`src/rtl/int_issue_exec_unit_if.sv`:
```
`default_nettype none
// +--------------------------------------------------------------------+
// | int_issue_exec_unit_if                                             |
// | Issue-queue handshake and CDB request/broadcast bundle.            |
// | Rev 1.0                                                            |
// +--------------------------------------------------------------------+
interface int_issue_exec_unit_if #(
    parameter int DATA_W = 32,
    parameter int TAG_W  = 6
);
    logic              issueque_ready;
    logic [2:0]        issue_opcode;
    logic [TAG_W-1:0]  issue_rd_tag;
    logic [DATA_W-1:0] issue_rs1_data;
    logic [DATA_W-1:0] issue_rs2_data;
    logic              issueblk_done;
    logic              cdb_req;
    logic              cdb_grant;
    logic              CDB_valid;
    logic [TAG_W-1:0]  CDB_tag;
    logic [DATA_W-1:0] CDB_data;

    // Queue / CDB arbiter side.
    modport master (
        output issueque_ready, issue_opcode, issue_rd_tag, issue_rs1_data, issue_rs2_data,
        output cdb_grant,
        input  issueblk_done, cdb_req, CDB_valid, CDB_tag, CDB_data
    );

    // Execution unit side.
    modport slave (
        input  issueque_ready, issue_opcode, issue_rd_tag, issue_rs1_data, issue_rs2_data,
        input  cdb_grant,
        output issueblk_done, cdb_req, CDB_valid, CDB_tag, CDB_data
    );
endinterface
`default_nettype wire

```
`src/rtl/int_issue_exec_unit.sv`:
```
`default_nettype none
// +--------------------------------------------------------------------+
// | int_issue_exec_unit                                                |
// | Single-issue integer ALU/multiply unit with CDB req/grant output.  |
// | Rev 1.0                                                            |
// +--------------------------------------------------------------------+
module int_issue_exec_unit #(
    parameter int DATA_W  = 32,
    parameter int TAG_W   = 6,
    parameter int MUL_LAT = 4
) (
    input  wire                   clk,
    input  wire                   reset_n,
    int_issue_exec_unit_if.slave  bus
);

    localparam int c_CNT_W = ($clog2(MUL_LAT - 1) < 1) ? 1 : $clog2(MUL_LAT - 1);
    localparam logic [c_CNT_W-1:0] c_CNT_LOAD = c_CNT_W'(MUL_LAT - 2);

    localparam logic [2:0] c_OP_ADD = 3'b000;
    localparam logic [2:0] c_OP_SUB = 3'b001;
    localparam logic [2:0] c_OP_AND = 3'b010;
    localparam logic [2:0] c_OP_OR  = 3'b011;
    localparam logic [2:0] c_OP_XOR = 3'b100;
    localparam logic [2:0] c_OP_SLL = 3'b101;
    localparam logic [2:0] c_OP_SRL = 3'b110;
    localparam logic [2:0] c_OP_MUL = 3'b111;

    typedef enum logic [1:0] {
        S_IDLE     = 2'd0,
        S_EXEC     = 2'd1,
        S_WAIT_CDB = 2'd2
    } state_t;

    state_t             r_state;
    logic [c_CNT_W-1:0] r_cnt;
    logic [DATA_W-1:0]  r_mul_a;
    logic [DATA_W-1:0]  r_mul_b;
    logic [DATA_W-1:0]  r_res_data;
    logic [TAG_W-1:0]   r_res_tag;
    logic               r_cdb_valid;
    logic [TAG_W-1:0]   r_cdb_tag;
    logic [DATA_W-1:0]  r_cdb_data;

    logic [DATA_W-1:0]  w_alu;
    logic [DATA_W-1:0]  w_prod;
    logic [4:0]         w_shamt;

    assign w_shamt = bus.issue_rs2_data[4:0];
    assign w_prod  = r_mul_a * r_mul_b;

    always_comb begin
        w_alu = '0;
        case (bus.issue_opcode)
            c_OP_ADD: w_alu = bus.issue_rs1_data + bus.issue_rs2_data;
            c_OP_SUB: w_alu = bus.issue_rs1_data - bus.issue_rs2_data;
            c_OP_AND: w_alu = bus.issue_rs1_data & bus.issue_rs2_data;
            c_OP_OR:  w_alu = bus.issue_rs1_data | bus.issue_rs2_data;
            c_OP_XOR: w_alu = bus.issue_rs1_data ^ bus.issue_rs2_data;
            c_OP_SLL: w_alu = bus.issue_rs1_data << w_shamt;
            c_OP_SRL: w_alu = bus.issue_rs1_data >> w_shamt;
            default:  w_alu = '0;
        endcase
    end

    always_ff @(posedge clk or negedge reset_n) begin
        if (!reset_n) begin
            r_state     <= S_IDLE;
            r_cnt       <= '0;
            r_mul_a     <= '0;
            r_mul_b     <= '0;
            r_res_data  <= '0;
            r_res_tag   <= '0;
            r_cdb_valid <= 1'b0;
            r_cdb_tag   <= '0;
            r_cdb_data  <= '0;
        end else begin
            r_cdb_valid <= 1'b0;
            case (r_state)
                S_IDLE: begin
                    if (bus.issueque_ready) begin
                        r_res_tag <= bus.issue_rd_tag;
                        if (bus.issue_opcode == c_OP_MUL) begin
                            r_mul_a <= bus.issue_rs1_data;
                            r_mul_b <= bus.issue_rs2_data;
                            r_cnt   <= c_CNT_LOAD;
                            r_state <= S_EXEC;
                        end else begin
                            r_res_data <= w_alu;
                            r_state    <= S_WAIT_CDB;
                        end
                    end
                end
                S_EXEC: begin
                    // Counter runs MUL_LAT-1 cycles so the request lands MUL_LAT-1 edges after transfer.
                    if (r_cnt == '0) begin
                        r_res_data <= w_prod;
                        r_state    <= S_WAIT_CDB;
                    end else begin
                        r_cnt <= r_cnt - 1'b1;
                    end
                end
                S_WAIT_CDB: begin
                    if (bus.cdb_grant) begin
                        r_cdb_tag   <= r_res_tag;
                        r_cdb_data  <= r_res_data;
                        r_cdb_valid <= 1'b1;
                        r_state     <= S_IDLE;
                    end
                end
                default: r_state <= S_IDLE;
            endcase
        end
    end

    assign bus.issueblk_done = (r_state == S_IDLE);
    assign bus.cdb_req       = (r_state == S_WAIT_CDB);
    assign bus.CDB_valid     = r_cdb_valid;
    assign bus.CDB_tag       = r_cdb_tag;
    assign bus.CDB_data      = r_cdb_data;

endmodule
`default_nettype wire

```
`src/flat_wrapper.sv`:
```
// flat-port wrapper written by rule: the top's interface ports become plain ports
module int_issue_exec_unit_flat 
#(
    parameter int DATA_W  = 32,
    parameter int TAG_W   = 6,
    parameter int MUL_LAT = 4
)
  (clk, reset_n, bus_issueque_ready, bus_issue_opcode, bus_issue_rd_tag, bus_issue_rs1_data, bus_issue_rs2_data, bus_cdb_grant, bus_issueblk_done, bus_cdb_req, bus_CDB_valid, bus_CDB_tag, bus_CDB_data);
  int_issue_exec_unit_if #(.DATA_W(DATA_W), .TAG_W(TAG_W)) bus_i ();
  input  wire clk;
  input  wire reset_n;
  input wire logic [$bits(bus_i.issueque_ready)-1:0] bus_issueque_ready;
  input wire logic [$bits(bus_i.issue_opcode)-1:0] bus_issue_opcode;
  input wire logic [$bits(bus_i.issue_rd_tag)-1:0] bus_issue_rd_tag;
  input wire logic [$bits(bus_i.issue_rs1_data)-1:0] bus_issue_rs1_data;
  input wire logic [$bits(bus_i.issue_rs2_data)-1:0] bus_issue_rs2_data;
  input wire logic [$bits(bus_i.cdb_grant)-1:0] bus_cdb_grant;
  output wire logic [$bits(bus_i.issueblk_done)-1:0] bus_issueblk_done;
  output wire logic [$bits(bus_i.cdb_req)-1:0] bus_cdb_req;
  output wire logic [$bits(bus_i.CDB_valid)-1:0] bus_CDB_valid;
  output wire logic [$bits(bus_i.CDB_tag)-1:0] bus_CDB_tag;
  output wire logic [$bits(bus_i.CDB_data)-1:0] bus_CDB_data;
  assign bus_i.issueque_ready = bus_issueque_ready;
  assign bus_i.issue_opcode = bus_issue_opcode;
  assign bus_i.issue_rd_tag = bus_issue_rd_tag;
  assign bus_i.issue_rs1_data = bus_issue_rs1_data;
  assign bus_i.issue_rs2_data = bus_issue_rs2_data;
  assign bus_i.cdb_grant = bus_cdb_grant;
  assign bus_issueblk_done = bus_i.issueblk_done;
  assign bus_cdb_req = bus_i.cdb_req;
  assign bus_CDB_valid = bus_i.CDB_valid;
  assign bus_CDB_tag = bus_i.CDB_tag;
  assign bus_CDB_data = bus_i.CDB_data;
  int_issue_exec_unit #(.DATA_W(DATA_W), .TAG_W(TAG_W), .MUL_LAT(MUL_LAT)) u_core (.clk(clk), .reset_n(reset_n), .bus(bus_i));
endmodule
```
`config.mk`:
```
export PLATFORM = sky130hd
export DESIGN_NAME = int_issue_exec_unit_flat
export DESIGN_NICKNAME = d
export VERILOG_FILES = /design/src/rtl/int_issue_exec_unit_if.sv /design/src/rtl/int_issue_exec_unit.sv /design/src/flat_wrapper.sv
export SDC_FILE = /design/constraint.sdc
export NUM_CORES = 2
export LEC_CHECK = 0
export CORE_ASPECT_RATIO = 1.2
export CORE_MARGIN = 8
export CORE_UTILIZATION = 69
export CTS_BUF_LIST = sky130_fd_sc_hd__clkbuf_16
export DETAILED_ROUTE_END_ITERATION = 6
export GPL_ROUTABILITY_DRIVEN = 0
export PLACE_DENSITY = 0.92
export REMOVE_ABC_BUFFERS = 1
export SYNTH_ARGS = -nofsm -noshare
export SYNTH_HDL_FRONTEND = slang
export SYNTH_SLANG_ARGS = --single-unit
```
`constraint.sdc`:
```
create_clock -name clk -period 14.79 [get_ports clk]
set_input_delay 2.958 -clock clk [delete_from_list [all_inputs] [get_ports clk]]
set_output_delay 2.958 -clock clk [all_outputs]
set_load 0.1 [all_outputs]
```
Word-level counts from Yosys, hierarchy flattened:

Index checks and enable logic that the tools add are counted.

* RAM bits: 0
* ROM bits: 0
* register bits after elaboration: 145
* bits in latches: 0
* memories kept: 0
* output and inout bits: 41

* magnitude comparators: 0
* equality and inequality tests: 15
* add/subtract/negate cells: 3
* reduce and logical (&&, ||, !) cells: 10
* multipliers: 1
* shifts and indexed selects: 2
* multiplexer cells: 16
* divide/modulo/power cells: 0
* bitwise gates (word level): 3

Operators by type and width (number)
* $pmux W32 S7: 1
* $mux W32: 3
* $pmux W32 S2: 1
* $add A32 B32 Y32: 1
* $and A32 B32 Y32: 1
* $mul A32 B32 Y32: 1
* $or A32 B32 Y32: 1
* $shl A32 B5 Y32: 1
* $shr A32 B5 Y32: 1
* $sub A32 B32 Y32: 1
* $xor A32 B32 Y32: 1
* $mux W2: 7
* $eq A3 B3 Y1 const B: 4
* $ne A2 B2 Y1 const B: 4
* $reduce_and A4 Y1: 2
* $eq A3 B2 Y1 const B: 2
* $pmux W2 S3: 1
* $reduce_and A3 Y1: 2
* $logic_not A2 Y1: 2
* $ne A2 B1 Y1 const B: 2
* $pmux W2 S2: 1
* $reduce_and A2 Y1: 2
* $eq A3 B1 Y1 const B: 1
* $logic_not A3 Y1: 1
* 5 further kinds: 6

Depth between registers and ports, before layout:

* depth in word-level cells: 5
* depth in mapped cells: 27
* mapped depth without buffers: 25

Worst setup path after synthesis:

No wires, ideal clock.

* path kind: reg-to-reg
* start: reg u_core.r_mul_a[14]
* end: reg u_core.r_res_data[29]
* path slack: 7965 ps
* arrival: 6694 ps
* path buffers: 2
* required time: 14659 ps
* period minus slack after synthesis: 6825 ps
* cell stages (with the launch flop): 26
* cells stage by stage: dfrtp_1 -> clkbuf_1 -> clkbuf_1 -> and2_1 -> fa_1 -> inv_1 -> fa_1 -> fa_1 -> fa_1 -> inv_1 -> fa_1 -> inv_1 -> fa_1 -> inv_1 -> fa_1 -> fa_1 -> ha_1 -> a211oi_1 -> o211ai_1 -> a31oi_1 -> o31ai_1 -> a41oi_1 -> nor2b_1 -> xnor2_1 -> a221oi_1 -> o21ai_1

* word-level cells in the longest chain between the ends: 3

Ends and longest elaborated chain
* from (decl): RTL line int_issue_exec_unit.sv:37 `logic [DATA_W-1:0] r_mul_a;`
* from (signal assigned): RTL line int_issue_exec_unit.sv:84 `r_mul_a <= bus.issue_rs1_data;`
* $mul A32 B32 Y32: RTL line int_issue_exec_unit.sv:50 `assign w_prod = r_mul_a * r_mul_b;`
* $mux W32: RTL line int_issue_exec_unit.sv:96 `if (r_cnt == '0) begin`
* $pmux W32 S2: RTL line int_issue_exec_unit.sv:79 `case (r_state)`
* to (signal assigned): RTL line int_issue_exec_unit.sv:89 `r_res_data <= w_alu;`
* to (signal assigned): RTL line int_issue_exec_unit.sv:97 `r_res_data <= w_prod;`
* to (decl): RTL line int_issue_exec_unit.sv:39 `logic [DATA_W-1:0] r_res_data;`

Every way passes these cells. The select of a mux whose other input is x is not followed.
A chain may end at the register's enable or synchronous reset.

Final worst setup path:

* start: reg u_core.r_mul_a[2]
* end: reg u_core.r_res_data[23]

The elaborated chain is that of the path after synthesis.

==> flow_summary.toml <==
[timing]
fin_crit_ps = 8120
slew_violations = 0
setup_violations = 0
finalClockSkew_ps = 13.0
holdWs_ps = 471
relSlewSlack_pct = 23.7
fmax_ghz = 0.123
period_share_pct = 54.9
grt_setup_unrepaired = "false"
worst_pin_slew_ps = 1140
hold_viol_final = 0
tns_ps = 0

[place]
dp.final_hpwl_um = 68100
dp.cells = 3715
port_buffers = 117

[clock_network]
cts.clk_slew.worst_paths_ps = 70
cts_root_buf = "clkbuf_16"
clkLatencyLatePin_ps = 460
tritoncts = "built"
clock-sinks = 145
ctsResizeCount = 0
cts_htree_levels = 4
cts_inserted_buffers = 17
post-cts-setup-buffers = 0
ctsHoldBuffers = 0
clk_path_buf_depth = 2

[synth]
syn_area_um2 = 28900
syn_inst = 3197
synth_top_cell_by_area = "fa_1"
synth.area.top_cells = "fa_1 (28%), dfrtp_1 (13%), ha_1 (9.6%), and2_1 (6.9%), inv_1 (5.9%)"
synthFlopType = "dfrtp_1"
synth_async_sr_flop_share_pct = 100
ys_ff_latch = 145
synth_edf_count = 0
synth_top_cell_area_share_pct = 28.3
synth.yosys.seq_area_share_pct = 12.6
avgSynthCellArea_um2 = 9.04
yosysWarningCount = 0
ys_types = 77

[grt]
grt_pass1_vias = 28000
grt_max_degree = 101
gr-total-overflow = 0
antenna_found_initial = 8
grt_pass1_wl_um = 149000
track_usage_pct = 39.0

[floorplanning]
rows = 82
dieArea_um2 = 48700
ioPinCount = 118
die_w_um = 203
core_area_um2 = 41600
start_util_pct = 69.5
die_h_um = 240

[drt]
post_drt_wl_per_cell_um = 25.1
via_per_inst = 6.94
routed_wl_um = 94100
vias = 26000
final_antenna_net_count = 0
drc_errors = 10
drt_iter0_markers = 3481
dr.pass1.iters = 7

[finish]
finalNetCount = 3895
fin_cells = 3749
area_growth_syn_to_layout_pct = 6.84
drive_above_1_share_pct = 6.78
nFillCells = 2566

[worst_hold_path]
hp-start = "u_core.r_res_tag[4]"
min_to = "u_core.bus.CDB_tag[4]"
holdPathStages = 2
hold_class = "register to register"

[setup_path]
end_kind = "register"
cp.required_ps = 15140
path_max_fanout = 18
arrival_ps = 8460
start_kind = "register"
r2r_start = "u_core.r_mul_a[2]"
r2r_end = "u_core.r_res_data[23]"
crit_type = "register to register"
reg2regPathDepth = 22
reg2reg_slack_ps = 6670

[status]
status = "finished, violations left"
violations = "design-rule violations"

[run]
maxCapViolations = 0
-- layout by cell type (no fill, tap or decap), types with 6 or more instances in the layout --
cell type and instances:
fa_1 409, buf_4 42, clkbuf_16 17, nand3_1 16
o21a_1 14, a211oi_1 22, clkdlybuf4s50_1 113, o21ai_0 84
nor2b_1 8, nand2b_1 16, mux2_2 84, mux4_2 38
a22oi_1 41, and3_1 9, inv_1 452, nor2_1 144
o31ai_1 8, a221oi_1 22, o221ai_1 11, xnor2_1 104
nand2_1 424, a31oi_1 17, mux4_1 21, mux2i_1 45
o21ai_1 9, and2_1 318, o22ai_1 35, or3_1 10
xor2_1 27, o211ai_1 15, nor3_1 32, or2_2 6
dfrtp_1 145, ha_1 221, a21oi_1 103, a21o_1 21
-- cell families after synthesis --
group	synth area share [%]
compound gates	10.1
fa+ha+maj	37.9
mux	9.70
xor+xnor	4.05
buf+inv	8.78
simple gates	16.9
flops	12.6
-- Yosys cell counts, types with 6 or more instances --
master      n
ha_1      221
buf_1      10
a221oi_1   22
mux4_2     38
clkbuf_1  141
or3_1      10
mux2i_1    45
o221ai_1   11
mux4_1     21
xnor2_1   104
dfrtp_1   145
a21oi_1   104
o21ai_0    84
nor2b_1    10
o22ai_1    35
a211oi_1   22
a22oi_1    41
nor3_1     32
nand3_1    16
a31oi_1    17
or2_2       6
buf_2      24
nand2b_1   16
nand2_1   424
and3_1      9
fa_1      409
o31ai_1     8
inv_1     451
nor2_1    145
o21ai_1     9
xor2_1     27
mux2_2     84
o21a_1     14
o211ai_1   15
and2_1    318
a21o_1     21
-- sequential cells by signal, indices dropped and copies added, names as in the netlist --
signal                cells
u_core.bus.CDB_valid      1
u_core.bus.CDB_tag        6
u_core.r_mul_a           32
u_core.bus.CDB_data      32
u_core.r_res_data        32
u_core.r_mul_b           32
u_core.r_res_tag          6
u_core.r_state            2
u_core.r_cnt              2
-- metal layers --
metal | global-route usage, % | vias up | wire length (µm)
li1 | - | 10400 | -
met4 | 28.8 | 6 | 8660
met3 | 12.7 | 889 | 13800
met5 | 0 | - | 53
met1 | 43.9 | 12300 | 29100
met2 | 62.0 | 2442 | 42600
-- critical path, cell delays in order, from the launching register on --
cell	delay (ps)
dfrtp_1	950
buf_4	410
and2_1	190
fa_1	440
fa_1	400
fa_1	500
inv_1	60
fa_1	480
inv_1	60
fa_1	450
ha_1	300
fa_1	510
fa_1	430
ha_1	380
a211o_1	310
a211oi_1	260
a21boi_0	520
o21ai_0	280
a21o_1	240
a21oi_1	270
a21oi_1	140
xor2_1	160
o221a_2	230
-- area by class of cell --
| cell class | count | area (µm²) | area share, % |
|---|---|---|---|
| antenna | 2 | 5.00 | 0.0162 |
| clock buffer | 17 | 425 | 1.38 |
| clock inverter | 15 | 206 | 0.669 |
| inverter | 455 | 1710 | 5.53 |
| multi-input combinational | 2411 | 22700 | 73.7 |
| sequential | 145 | 3630 | 11.8 |
| tap | 546 | 683 | 2.21 |
| timing repair buffer | 158 | 1470 | 4.75 |
-- stage by stage --
stage          setup slack [ps]  utilization [%]  cell area [µm²]
2_1_floorplan              7960                -            28100
3_3_place_gp               7340             72.8            30200
3_5_place_dp               7060             72.8            30200
4_1_cts                    6910             74.3            30900
5_1_grt                    6630             74.3            30900
6_report                   6670             74.3            30900
-- worst max-delay path by stage --
stage,start,to,slack (ps),cells after the start
after floorplan,u_core.r_mul_b[2],u_core.r_res_data[29],7960,23
after global placement,u_core.r_mul_a[2],u_core.r_res_data[29],7340,22
after detailed placement,u_core.r_mul_b[4],u_core.r_res_data[23],7060,21
after CTS,u_core.r_mul_b[4],u_core.r_res_data[23],6910,21
after global routing,u_core.r_mul_a[2],u_core.r_res_data[23],6630,22
final,u_core.r_mul_a[2],u_core.r_res_data[23],6670,22
Power is not shown: default switching activity piles up to over one toggle a cycle in this logic, so the estimate is an artifact.
